[config.mk]
export PLATFORM = sky130hd
export DESIGN_NAME = rtc_bus_arbiter
export DESIGN_NICKNAME = d
export VERILOG_FILES = /design/src/rtl/rtc_bus_arbiter.sv
export SDC_FILE = /design/constraint.sdc
export NUM_CORES = 1
export LEC_CHECK = 0
export BUFFER_PORTS_ARGS = -buffer_cell sky130_fd_sc_hd__buf_2
export CAP_MARGIN = 30
export CORE_UTILIZATION = 42
export DETAILED_ROUTE_END_ITERATION = 16
export PLACE_DENSITY_LB_ADDON = 0.3
export SETUP_SLACK_MARGIN = 0.05
export SLEW_MARGIN = 15
export SYNTH_ARGS = -nofsm -noshare
export SYNTH_HDL_FRONTEND = slang
export SYNTH_SLANG_ARGS = --single-unit
[constraint.sdc]
create_clock -name clk -period 3.3 [get_ports clk]
set_input_delay 0 -clock clk [delete_from_list [all_inputs] [get_ports clk]]
set_output_delay 0 -clock clk [all_outputs]
set_load 0.1 [all_outputs]
[src/rtl/rtc_bus_arbiter.sv]
// Round-robin arbiter for the multiplexed RTC address/data bus. Three clients
// (init sequencer, periodic reader, setting writer) compete. The winner gets one
// full bus cycle: address phase with ad high, ad falling edge, cs low, then a rd
// or wr strobe, hold, and recovery. All outputs come straight from flops.
module rtc_bus_arbiter #(
   parameter int unsigned ADDR_CYC   = 2,
   parameter int unsigned STROBE_CYC = 4,
   parameter int unsigned RECOV_CYC  = 2
) (
   input  logic        clk,
   input  logic        rst_n,
   input  logic [2:0]  req,
   input  logic [2:0]  we,
   input  logic [23:0] addr,
   input  logic [23:0] wdata,
   output logic [2:0]  gnt,
   output logic [2:0]  done,
   output logic [7:0]  rdata,
   output logic        cs,
   output logic        ad,
   output logic        rd,
   output logic        wr,
   output logic [7:0]  ADout,
   output logic        ad_oe,
   input  logic [7:0]  ADin
);

   localparam int unsigned MaxAs  = (ADDR_CYC > STROBE_CYC) ? ADDR_CYC : STROBE_CYC;
   localparam int unsigned MaxCyc = (MaxAs > RECOV_CYC) ? MaxAs : RECOV_CYC;
   localparam int unsigned CntW   = (MaxCyc > 1) ? $clog2(MaxCyc) : 1;

   localparam logic [CntW-1:0] AddrLd   = CntW'(ADDR_CYC - 1);
   localparam logic [CntW-1:0] StrobeLd = CntW'(STROBE_CYC - 1);
   localparam logic [CntW-1:0] RecovLd  = CntW'(RECOV_CYC - 1);

   typedef enum logic [2:0] {
      StIdle, StAddr, StLatch, StSetup, StStrobe, StHold, StRecov, StDone
   } state_e;

   state_e            state_q, state_d;
   logic [CntW-1:0]   cnt_q, cnt_d;
   logic [1:0]        ptr_q, ptr_d;
   logic [1:0]        win_q, win_d;
   logic              we_l_q, we_l_d;
   logic [7:0]        addr_l_q, addr_l_d;
   logic [7:0]        wdata_l_q, wdata_l_d;
   logic [7:0]        rdata_q, rdata_d;
   logic [2:0]        gnt_q, gnt_d;
   logic [2:0]        done_q, done_d;
   logic              cs_q, cs_d;
   logic              ad_q, ad_d;
   logic              rd_q, rd_d;
   logic              wr_q, wr_d;
   logic              ad_oe_q, ad_oe_d;
   logic [7:0]        adout_q, adout_d;

   logic              found;
   logic [1:0]        pick;
   logic [1:0]        cand;
   logic [2:0]        win_oh;

   // Round-robin search: first requester upward (mod 3) from the last winner.
   always_comb begin
      found = 1'b0;
      pick  = ptr_q;
      cand  = 2'd0;
      for (int unsigned i = 1; i <= 3; i++) begin
         cand = 2'((32'(ptr_q) + i) % 32'd3);
         if (!found && req[cand]) begin
            found = 1'b1;
            pick  = cand;
         end
      end
   end

   // Next state, client snapshot, and registered outputs decoded from the next state.
   always_comb begin
      state_d   = state_q;
      cnt_d     = cnt_q;
      ptr_d     = ptr_q;
      win_d     = win_q;
      we_l_d    = we_l_q;
      addr_l_d  = addr_l_q;
      wdata_l_d = wdata_l_q;
      rdata_d   = rdata_q;

      unique case (state_q)
         StIdle: begin
            if (found) begin
               state_d   = StAddr;
               cnt_d     = AddrLd;
               ptr_d     = pick;
               win_d     = pick;
               we_l_d    = we[pick];
               addr_l_d  = addr[{pick, 3'b000} +: 8];
               wdata_l_d = wdata[{pick, 3'b000} +: 8];
            end
         end
         StAddr: begin
            if (cnt_q == '0) state_d = StLatch;
            else             cnt_d   = cnt_q - CntW'(1);
         end
         StLatch: state_d = StSetup;
         StSetup: begin
            state_d = StStrobe;
            cnt_d   = StrobeLd;
         end
         StStrobe: begin
            if (cnt_q == '0) begin
               state_d = StHold;
               // Capture read data only on the final strobe cycle.
               if (!we_l_q) rdata_d = ADin;
            end else begin
               cnt_d = cnt_q - CntW'(1);
            end
         end
         StHold: begin
            state_d = StRecov;
            cnt_d   = RecovLd;
         end
         StRecov: begin
            if (cnt_q == '0) state_d = StDone;
            else             cnt_d   = cnt_q - CntW'(1);
         end
         StDone:  state_d = StIdle;
         default: state_d = StIdle;
      endcase

      gnt_d   = 3'b000;
      done_d  = 3'b000;
      cs_d    = 1'b1;
      ad_d    = 1'b1;
      rd_d    = 1'b1;
      wr_d    = 1'b1;
      ad_oe_d = 1'b0;
      adout_d = adout_q;
      win_oh  = 3'b001 << win_d;

      unique case (state_d)
         StAddr: begin
            gnt_d   = win_oh;
            ad_oe_d = 1'b1;
            adout_d = addr_l_d;
         end
         StLatch: begin
            gnt_d   = win_oh;
            ad_d    = 1'b0;
            ad_oe_d = 1'b1;
            adout_d = addr_l_d;
         end
         StSetup, StHold: begin
            gnt_d   = win_oh;
            cs_d    = 1'b0;
            ad_d    = 1'b0;
            ad_oe_d = we_l_d;
            if (we_l_d) adout_d = wdata_l_d;
         end
         StStrobe: begin
            gnt_d   = win_oh;
            cs_d    = 1'b0;
            ad_d    = 1'b0;
            ad_oe_d = we_l_d;
            rd_d    = we_l_d;
            wr_d    = !we_l_d;
            if (we_l_d) adout_d = wdata_l_d;
         end
         StRecov: gnt_d  = win_oh;
         StDone:  done_d = win_oh;
         default: ;
      endcase
   end

   // State and output registers; pointer resets to 2 so client 0 wins first.
   always_ff @(posedge clk or negedge rst_n) begin
      if (!rst_n) begin
         state_q   <= StIdle;
         cnt_q     <= '0;
         ptr_q     <= 2'd2;
         win_q     <= 2'd0;
         we_l_q    <= 1'b0;
         addr_l_q  <= 8'h00;
         wdata_l_q <= 8'h00;
         rdata_q   <= 8'h00;
         gnt_q     <= 3'b000;
         done_q    <= 3'b000;
         cs_q      <= 1'b1;
         ad_q      <= 1'b1;
         rd_q      <= 1'b1;
         wr_q      <= 1'b1;
         ad_oe_q   <= 1'b0;
         adout_q   <= 8'h00;
      end else begin
         state_q   <= state_d;
         cnt_q     <= cnt_d;
         ptr_q     <= ptr_d;
         win_q     <= win_d;
         we_l_q    <= we_l_d;
         addr_l_q  <= addr_l_d;
         wdata_l_q <= wdata_l_d;
         rdata_q   <= rdata_d;
         gnt_q     <= gnt_d;
         done_q    <= done_d;
         cs_q      <= cs_d;
         ad_q      <= ad_d;
         rd_q      <= rd_d;
         wr_q      <= wr_d;
         ad_oe_q   <= ad_oe_d;
         adout_q   <= adout_d;
      end
   end

   assign gnt   = gnt_q;
   assign done  = done_q;
   assign rdata = rdata_q;
   assign cs    = cs_q;
   assign ad    = ad_q;
   assign rd    = rd_q;
   assign wr    = wr_q;
   assign ad_oe = ad_oe_q;
   assign ADout = adout_q;

endmodule

==> flow_metrics.py <==
metrics = {
    "routing": {
        "top_layer_used": "met4",
        "initialDrtViolationCount": 210,
        "wl_per_cell_um": 15.6,
        "viasPerCell": 5.46,
        "routed_wl_um": 7650,
        "ant_nets": 0,
        "drc": 0,
        "met1Wirelength_um": 3350,
        "drtPass1Iterations": 4,
        "via_count": 2674,
        "wl_met2_um": 3770,
        "met3_length_um": 368,
    },
    "status": {
        "status": "finished, final reports clean",
    },
    "yosys": {
        "synth.area.mux_share": 0.124,
        "synth_ff_type": "dfrtp_1",
        "syn_nets": 349,
        "syn_area_um2": 2990,
        "syn_area_per_cell_um2": 10.7,
        "synth-seq-cells": 53,
        "synth_top_family_by_area": "compound AO/OA/AOI/OAI gates",
        "yosys.area_share.simple": 0.126,
        "ys_seq_area_frac": 0.446,
        "synthArstFlopShare": 1.00,
        "syn-instance-count": 280,
        "yosysUniqueCellTypes": 55,
        "synth-xor-area-share": 0.00586,
        "synth-warning-count": 0,
        "synth_edf_count": 0,
        "synth_adder_area_share": 0.0209,
        "synth-compound-area-share": 0.232,
    },
    "sta": {
        "report.final.setup_viol": 0,
        "finalCritPeriodShare": 0.897,
        "fin_skew_ns": 0.00872,
        "finalHoldViolations": 0,
        "relSlewSlack": 0.501,
        "finalSetupTns_ns": 0,
        "slew_violations": 0,
        "post-route-min-period_ns": 2.96,
        "rsz0062_at_grt": "false",
        "worst_slew_pin_slew_ns": 0.748,
        "max_freq_ghz": 0.338,
    },
    "floorplan": {
        "initial_core_util": 0.437,
        "die_h_um": 86.3,
        "rows": 30,
        "die_w_um": 86.3,
        "dieArea_um2": 7460,
        "io-pin-count": 91,
        "design.core.area_um2": 6830,
    },
    "worst_setup_path": {
        "path_max_fanout": 19,
        "timing.reg2reg.setup_slack_ns": 0.34,
        "start_kind": "flop",
        "startpoint": "ptr_q[0]",
        "end_kind": "flop",
        "setup.worst_path.end": "ADout[6]",
        "crit-reg2reg-launch": "ptr_q[0]",
        "path_class": "flop to flop",
        "rr_endpoint": "ADout[6]",
        "crit_arrival_ns": 3.15,
        "worst_r2r_path_depth": 8,
        "required_ns": 3.49,
    },
    "clock_network": {
        "cts_buffers": 5,
        "cts_sinks": 53,
        "cts_buffer_depth": 2,
        "cts_tree": "yes",
        "clockRootBuffer": "clkbuf_8",
        "cts_resized": 0,
        "cts.clk_slew.worst_paths_ns": 0.09,
        "cts.hold.buffers_added": 24,
        "cts_max_level": 2,
        "cts_setup_buffers": 0,
        "clk_latency_ns": 0.30,
    },
    "global_routing": {
        "grt_max_degree": 35,
        "grt_pass1_vias": 2573,
        "grt-ovfl-total": 0,
        "track_usage": 0.208,
        "antenna_found_initial": 0,
        "grt_pass1_wl_um": 12000,
    },
    "flow_run": {
        "drv_cap": 0,
    },
    "cells_and_area": {
        "num-nets-final": 462,
        "n_antenna_cell": 0,
        "syn2layout_area_growth_pct": 28.9,
        "drive_above_1_share": 0.348,
    },
    "worst_hold_path": {
        "hold_class": "input port to flop",
    },
    "place": {
        "globalplace.congestion": 0.904,
        "io_buffers": 90,
        "place.detailed.hpwl_um": 5250,
    },
}
cells in the final DEF (no fill, tap or decap), types with 3 or more instances in the layout:
cell and count:
o32a_1 8, nand3_1 4, dlygate4sd3_1 24, nand2_1 11, nor2_1 15, nor2b_1 4
nand2b_1 6, nor3_1 3, mux2i_1 20, nand4_1 9, dfstp_2 5, clkbuf_8 5
buf_2 90, o31ai_1 8, inv_1 7, ha_1 5, a21oi_1 16, nand3b_1 3
a22oi_1 9, mux2_4 3, buf_4 10, a211o_1 9, dfrtp_1 48, o21ai_0 21
mux2_2 9, and2_1 7
synthesized netlist by cell type, drive strengths merged, types with 2 or more instances:
library cell,n,area share
o21ai,24,0.043
a21oi,17,0.030
ha,5,0.021
o31a,2,0.0059
nand3,5,0.010
o2111ai,2,0.0059
buf,12,0.027
dfrtp,48,0.40
nor2b,4,0.0084
a211o,9,0.026
and2,8,0.018
xnor2,2,0.0059
nand3b,3,0.0075
nand4,9,0.019
clkbuf,6,0.0080
nor2,15,0.019
nand2b,6,0.013
mux2i,21,0.072
nand2,11,0.014
a22oi,9,0.023
mux2,13,0.053
inv,8,0.010
o31ai,10,0.031
o211a,2,0.0067
o32a,8,0.027
nor3,4,0.0084
dfstp,5,0.044
flip-flops by register name, indices dropped and copies added, names as in the netlist, 2 cells and up:
signal	count
ADout	8
addr_l_q	8
cnt_q	2
done	3
gnt	3
ptr_q	2
rdata	8
state_q	3
wdata_l_q	8
win_q	2
cells by family (layout without fill, tap and decap cells):
| family | after synthesis | in the layout |
|---|---|---|
| AO/OA/AOI/OAI | 93 | 93 |
| XOR/XNOR | 2 | 2 |
| adder cells (fa/ha/maj) | 5 | 5 |
| buffers and inverters | 26 | 140 |
| flip-flops | 53 | 53 |
| multiplexers | 34 | 34 |
| AND/OR/NAND/NOR | 67 | 67 |
layer usage:
metal | up-vias | global-route usage
met5 | - | 0
met4 | 0 | 0.0697
met3 | 13 | 0.0410
met2 | 94 | 0.344
met1 | 1289 | 0.273
li1 | 1278 | -
how the worst min path moves through the flow:
stage	slack (ns)	depth (start not counted)	end	start
after CTS	0.002	3	wdata_l_q[6]	wdata[6]
final	0.004	3	wdata_l_q[6]	wdata[6]
after global routing	0.0004	3	wdata_l_q[4]	wdata[12]
after detailed placement	-0.03	1	done[2]	rst_n
after global placement	-0.04	1	gnt[0]	rst_n
after floorplan	-0.30	0	ADout[0]	rst_n
critical path, cell delays in order, from the launching register on:
cell and delay [ns]:
dfrtp_1 0.42, inv_1 0.17, ha_1 0.40, mux2_4 0.35
mux2_4 0.32, o31a_1 0.32, nand3_2 0.31, a21oi_1 0.17
o32a_1 0.37
final cells by class:
type                    instances  area [um^2]
multi-input cells             201         1520
clock buffers                   6         72.6
flip-flops and latches         53         1330
fillers                       632         2980
well taps                      96          120
clock inverters                 2         10.0
inverters                       8         30.0
repair buffers                124          766
per-stage QoR:
stage	hold slack, ns	area, um^2	setup WS, ns	instances	util
6_report	0.00421	3850	0.340	490	0.564
5_1_grt	0.000425	3850	0.129	490	0.564
4_1_cts	0.00239	3850	0.369	490	0.564
3_5_place_dp	-0.0346	3530	0.368	458	0.517
3_3_place_gp	-0.0385	3530	0.443	458	0.517
2_1_floorplan	-0.296	2990	0.751	280	-
Power is not shown: default switching activity piles up to over one toggle a cycle in this logic, so the estimate is an artifact.
